$ cat config.mk
export PLATFORM = sky130hd
export DESIGN_NAME = ula_seq
export DESIGN_NICKNAME = d
export VERILOG_FILES = /design/src/rtl/ula_pkg.sv /design/src/rtl/ula_seq_muldiv.sv /design/src/rtl/ula_seq.sv
export SDC_FILE = /design/constraint.sdc
export NUM_CORES = 1
export LEC_CHECK = 0
export ABC_CLOCK_PERIOD_IN_PS = 4500
export CORE_AREA = 2 2 90 92
export CTS_CLUSTER_SIZE = 10
export DETAILED_ROUTE_END_ITERATION = 8
export DIE_AREA = 0 0 92 94
export GPL_TIMING_DRIVEN = 0
export SLEW_MARGIN = 30
export SYNTH_ARGS = -nofsm -noshare
export SYNTH_HDL_FRONTEND = slang
export SYNTH_SLANG_ARGS = --single-unit
$ cat constraint.sdc
create_clock -name clk -period 4.5 [get_ports clk]
set_input_delay 0.9 -clock clk [delete_from_list [all_inputs] [get_ports clk]]
set_output_delay 0.9 -clock clk [all_outputs]
set_load 0.005 [all_outputs]
$ cat src/rtl/ula_pkg.sv
// Shared opcodes, FSM state encoding and width helpers
// for the sequential ALU.
package ula_pkg;

  localparam logic [3:0] OP_ADD = 4'b0001;
  localparam logic [3:0] OP_SUB = 4'b0010;
  localparam logic [3:0] OP_MUL = 4'b0011;
  localparam logic [3:0] OP_AND = 4'b0100;
  localparam logic [3:0] OP_OR  = 4'b0101;
  localparam logic [3:0] OP_XOR = 4'b0110;
  localparam logic [3:0] OP_DIV = 4'b0111;

  typedef enum logic {
    IDLE,
    BUSY
  } state_t;

  function automatic int res_w(int w);
    return 2 * w;
  endfunction

  function automatic int cnt_w(int w);
    return $clog2(w + 1);
  endfunction

endpackage

$ cat src/rtl/ula_seq_muldiv.sv
// Iterative shift-add multiplier / restoring divider
// sharing one WIDTH+1 bit adder/subtractor.
module ula_seq_muldiv
  import ula_pkg::*;
#(
  parameter int WIDTH = 4
) (
  input  logic                  clk,
  input  logic                  rst,
  input  logic                  start,
  input  logic                  is_div,
  input  logic [WIDTH-1:0]      a,
  input  logic [WIDTH-1:0]      b,
  output logic                  busy,
  output logic                  done,
  output logic [2*WIDTH-1:0]    result
);

  localparam int CW = cnt_w(WIDTH);

  logic [WIDTH-1:0] hi, lo, opnd;
  logic [WIDTH-1:0] hi_n, lo_n;
  logic [CW-1:0]    cnt;
  logic             busy_q, div_q;

  logic [WIDTH:0]   sx, sy, sum, sel;
  logic [WIDTH+1:0] add_full;
  logic             cout;

  // hi:lo is the product accumulator or the remainder:quotient pair
  always_comb begin
    sx       = div_q ? {hi, lo[WIDTH-1]} : {1'b0, hi};
    sy       = {1'b0, opnd};
    add_full = {1'b0, sx}
             + {1'b0, (div_q ? ~sy : sy)}
             + (WIDTH+2)'(div_q);
    sum      = add_full[WIDTH:0];
    cout     = add_full[WIDTH+1];
    sel      = '0;
    if (div_q) begin
      hi_n = cout ? sum[WIDTH-1:0] : sx[WIDTH-1:0];
      lo_n = {lo[WIDTH-2:0], cout};
    end else begin
      sel  = lo[0] ? sum : sx;
      hi_n = sel[WIDTH:1];
      lo_n = {sel[0], lo[WIDTH-1:1]};
    end
  end

  assign result = {hi_n, lo_n};
  assign done   = busy_q && (cnt == CW'(1));
  assign busy   = busy_q;

  always_ff @(posedge clk) begin
    if (rst) begin
      hi     <= '0;
      lo     <= '0;
      opnd   <= '0;
      cnt    <= '0;
      busy_q <= 1'b0;
      div_q  <= 1'b0;
    end else if (start) begin
      hi     <= '0;
      lo     <= is_div ? a : b;
      opnd   <= is_div ? b : a;
      cnt    <= CW'(WIDTH);
      busy_q <= 1'b1;
      div_q  <= is_div;
    end else if (busy_q) begin
      hi  <= hi_n;
      lo  <= lo_n;
      cnt <= cnt - CW'(1);
      if (cnt == CW'(1)) busy_q <= 1'b0;
    end
  end

endmodule

$ cat src/rtl/ula_seq.sv
// Handshaked ALU: single-cycle logic/add/sub, iterative
// mul/div, registered result and flags.
module ula_seq
  import ula_pkg::*;
#(
  parameter int WIDTH = 4,
  parameter int OP_W  = 4
) (
  input  logic                clk,
  input  logic                rst,
  input  logic                in_valid,
  output logic                in_ready,
  input  logic [WIDTH-1:0]    a,
  input  logic [WIDTH-1:0]    b,
  input  logic [OP_W-1:0]     op,
  output logic                out_valid,
  output logic [2*WIDTH-1:0]  out_ula,
  output logic                sinal,
  output logic                zero,
  output logic                div_zero
);

  localparam int RW = res_w(WIDTH);

  state_t state;

  logic is_add, is_sub, is_mul, is_and;
  logic is_or, is_xor, is_div;
  logic accept, iter;
  logic [RW-1:0] s_res;
  logic s_sinal, s_dz;

  logic md_busy, md_done;
  logic [RW-1:0] md_res;

  assign is_add = op == OP_W'(OP_ADD);
  assign is_sub = op == OP_W'(OP_SUB);
  assign is_mul = op == OP_W'(OP_MUL);
  assign is_and = op == OP_W'(OP_AND);
  assign is_or  = op == OP_W'(OP_OR);
  assign is_xor = op == OP_W'(OP_XOR);
  assign is_div = op == OP_W'(OP_DIV);

  assign in_ready = (state == IDLE);
  assign accept   = in_valid && in_ready;
  assign iter     = is_mul || (is_div && (b != '0));

  always_comb begin
    s_res   = '0;
    s_sinal = 1'b0;
    s_dz    = 1'b0;
    unique case (1'b1)
      is_add: s_res = RW'({1'b0, a} + {1'b0, b});
      is_sub: begin
        s_sinal = a < b;
        s_res   = RW'((a < b) ? b - a : a - b);
      end
      is_and: s_res = RW'(a & b);
      is_or:  s_res = RW'(a | b);
      is_xor: s_res = RW'(a ^ b);
      // only reached when b is zero; b!=0 takes the iterative path
      is_div: begin
        s_dz  = 1'b1;
        s_res = {a, {WIDTH{1'b1}}};
      end
      default: s_res = '0;
    endcase
  end

  ula_seq_muldiv #(
    .WIDTH(WIDTH)
  ) u_muldiv (
    .clk   (clk),
    .rst   (rst),
    .start (accept && iter),
    .is_div(is_div),
    .a     (a),
    .b     (b),
    .busy  (md_busy),
    .done  (md_done),
    .result(md_res)
  );

  always_ff @(posedge clk) begin
    if (rst) begin
      state     <= IDLE;
      out_valid <= 1'b0;
      out_ula   <= '0;
      sinal     <= 1'b0;
      zero      <= 1'b0;
      div_zero  <= 1'b0;
    end else begin
      out_valid <= 1'b0;
      unique case (state)
        IDLE: begin
          if (accept) begin
            if (iter) begin
              state <= BUSY;
            end else begin
              out_valid <= 1'b1;
              out_ula   <= s_res;
              sinal     <= s_sinal;
              div_zero  <= s_dz;
              zero      <= (s_res == '0);
            end
          end
        end
        BUSY: begin
          if (md_done) begin
            state     <= IDLE;
            out_valid <= 1'b1;
            out_ula   <= md_res;
            sinal     <= 1'b0;
            div_zero  <= 1'b0;
            zero      <= (md_res == '0);
          end else if (!md_busy) begin
            state <= IDLE;
          end
        end
        default: state <= IDLE;
      endcase
    end
  end

endmodule

==> impl_results.md <==
* Worst r2r dst: out_ula[6]
* VDD IR max at 0.144 mV
* Mux cell area share after synthesis at 0.0633
* Internal power at about 0.00047 W
* WL final at 6.99 mm
* Die area at 0.00865 mm2
* First drt pass iteration count at 5
* RSZ-0062 raised after global routing: no
* Critical Path Slowest Stage Cell: clkdlybuf4s50_1
* R2R depth at 12
* Root Buffer: clkbuf_8
* Drc violations at 0
* Post-place setup slack at a little over 500 ps
* Vias per cell at 5.26
* Ratio of cells with drive above 1 in the final layout at 0.0759
* Worst Path Max Fanout at 7
* Fill count at 812
* Critical Path RT at 4700 ps
* Fmax at between 200 and 300 MHz
* Final period utilization at 0.829
* Largest family of logic cells by synthesized area: compound AO/OA/AOI/OAI gates
* Largest net degree at the start of global routing at 11
* Initial antenna violation count at 0
* Min Tclk post-route at around 3700 ps
* Inst Count DP at 463
* Commonest cells after routing, fill and taps aside: nor2_1 (38), a21oi_1 (32), nand2_1 (31)
* Max Slew Vio Count at 0
* Die H at 94 um
* Avg Cell Area, Syn at roughly 8 um2
* Core Rows at 32
* Antenna cells at 0
* Routed Antenna Nets at 0
* Worst Hold Class: flop to flop
* Synth Area in Compound Gates at 0.266
* Power per standard cell area at 218 mW/mm2
* Vias in the first global route at 2526
* Post-synth cell types at 67
* Register area at 601 um2
* Clock buffer depth at 2
* Async SR Flop Fraction at 0
* First-pass GRT wire length at 12.0 mm
* Post-layout worst setup margin at 769 ps
* Sw Ratio at 0.301
* Resized Gates After CTS at 0
* Simple-gate share of the synthesized area at 0.214
* Most common cell after layout, fill and taps aside: nor2_1
* GRT overflow at 0
* Final Cell Area at 0.00309 mm2
* Cell count after synthesis at 335
* Critical path data arrival time at around 4000 ps
* Overall power at 0.000673 W
* Max-Cap Viols at 0
* P_leak at 1.18 nW
* Status: complete, no violations
* Clock Power Share at 0.329
* Yosys warns at 0
* Clock Skew at 3.21 ps
* Placed cell area at 0.00300 mm2
* Register area share after synthesis at 0.230
* Setup Viol. Count Final at 0
* RR Startpoint: u_muldiv.div_q
* Delay-heaviest family, CP: buffers and inverters
* Clock Sink Count at 30
* Cts bufs inserted at 5
* # port buffers at 26
* Comb pwr share at 0.251
* Hold Path End: out_ula[3]
* Syn Nets at 375
* Area growth from synthesis to layout at 18.4%
* Latest clock arrival within the worst-skew pair at 280 ps
* Xor and xnor area share after synthesis at 0.0302
* Setup crit start kind: input pin
* Netlist Area Pre-Place at 0.00261 mm2
* DRT iter0 DRCs at 88
* Worst reg2reg setup slack at 1060 ps
* Register bit count reported by yosys at 30
* Worst hold stages at 2
* Switching pwr at 0.000203 W
* Max stage delay on crit path at between 600 and 700 ps
* Core ar. at 0.00761 mm2
* CTS tree: done
* Routed len/inst at 14.8 um
* H-tree lvl count at 2
* Multi-input logic area at 0.00184 mm2
* Final nets at 408
* Die width at 92 um
* Kind of critical path: input pin to flop
* GRT Total Usage at 0.174
* Post-synth EDFFs at 0
* Primary FF master, synth: dfxtp_1
* Worst path bufs/invs at 2
* Vias at approximately 2500
* CTS Hold Bufs at 0
* Slew margin rel. at 0.635
* Final Non-Filler Cells at 471
* Critical-path cell list: clkdlybuf4s50_1 > inv_1 > ha_1 > or2_1 > a221oi_4 > mux2i_1 > nor2_1 > a2111oi_0 > nand4_1 > o211ai_1
* Worst Hold Launch: out_ula[3]
* Crit end category: flop
* Gpl congestion at 0.911
* Setup TNS at 0 ps
* Setup bufs post-CTS at 0
* Measured slew at the worst slew-check pin at 547 ps
* Seq pwr share at 0.420
* Final hold violations at 0
* I/O Pins at 28
* Adder-Cell Fraction of Synth Area at 0.131
* Dpl hpwl at 5.60 mm
* Clock-pin slew on the worst setup and hold paths at 60 ps
* Starting density of the core at 0.343
## layout make-up
| class | instances | area share |
|---|---|---|
| buffer | 20 | 0.0268 |
| clock buffer | 7 | 0.0280 |
| tap | 102 | 0.0413 |
| clock inverter | 1 | 0.00162 |
| multi-input combinational | 262 | 0.595 |
| inverter | 23 | 0.0280 |
| timing repair buffer | 26 | 0.0843 |
| sequential | 30 | 0.195 |
## cell families (layout without fill, tap and decap cells)
kind of cell             count (synthesis)  count (layout)
flip-flops                              30              30
AO/OA/AOI/OAI                           97              97
adder cells (fa/ha/maj)                 25              25
buffers and inverters                   43              77
XOR/XNOR                                 9               9
multiplexers                            16              16
AND/OR/NAND/NOR                        115             115
## state kept, by name, summed over array words and instances, names as in the netlist
name and flops:
out_ula 8, sinal 1, u_muldiv.lo 4, u_muldiv.busy 1, u_muldiv.hi 4, zero 1, state 1, u_muldiv.cnt 3
div_zero 1, out_valid 1, u_muldiv.opnd 4, u_muldiv.div_q 1
## worst max path at each step
stage	start	to	slack, ps	depth (start not counted)
2_1_floorplan	u_muldiv.div_q	out_ula[5]	1560	12
3_3_place_gp	b[1]	zero	520	10
3_5_place_dp	b[1]	zero	510	10
4_1_cts	b[1]	zero	780	10
5_1_grt	b[1]	zero	590	10
6_report	b[1]	zero	770	10
## power groups by stage
| stage | sequential, W | combinational, W | clock (W) |
|---|---|---|---|
| after floorplan | 0.000287 | 0.000108 | 0 |
| after global placement | 0.000288 | 0.000166 | 0 |
| after detailed placement | 0.000288 | 0.000167 | 0 |
| after CTS | 0.000282 | 0.000168 | 0.000230 |
| after global routing | 0.000284 | 0.000188 | 0.000244 |
| final | 0.000283 | 0.000169 | 0.000222 |
## cells in the mapped netlist (3+ instances only)
library cell,instances,share of area
nor3_1,4,0.0077
inv_1,23,0.033
dfxtp_1,30,0.23
nor2b_1,7,0.017
o21ai_0,12,0.023
xor2_1,6,0.020
clkbuf_1,14,0.020
nand4_1,4,0.0096
and2_1,4,0.0096
a221o_1,4,0.015
nand2b_1,4,0.0096
xnor2_1,3,0.010
nand3_1,4,0.0077
a221oi_1,3,0.010
a211oi_1,7,0.020
mux2i_1,12,0.046
a21oi_1,32,0.061
o211ai_1,3,0.0086
buf_2,3,0.0058
fa_1,4,0.031
a211o_1,3,0.010
nor2_1,38,0.055
ha_1,21,0.10
nand2_1,31,0.045
or2_2,3,0.0072
mux2_2,3,0.013
## worst reg2reg max path, delay by kind of cell, from the launching register on
family                     cells  cell delay, ps
AOI/OAI and AO/OA              5            1200
buffers and inverters          3             900
muxes                          2             520
DFF                            1             380
adders and majority gates      1             270
and+or+nand+nor                1             100
## per-stage QoR
| step | utilization | hold WS, ps |
|---|---|---|
| global placement | 0.394 | 444 |
| CTS | 0.406 | 455 |
| detailed placement | 0.394 | 446 |
| global route | 0.406 | 494 |
| floorplan | - | 448 |
| finish | 0.406 | 454 |
## layer usage
metal	global-route usage	routed length (um)
met1	0.216	3300
met4	0.0721	223
met3	0.0313	197
met2	0.296	3270
met5	0	0
No activity file was read; power rests on OpenSTA's default activity.
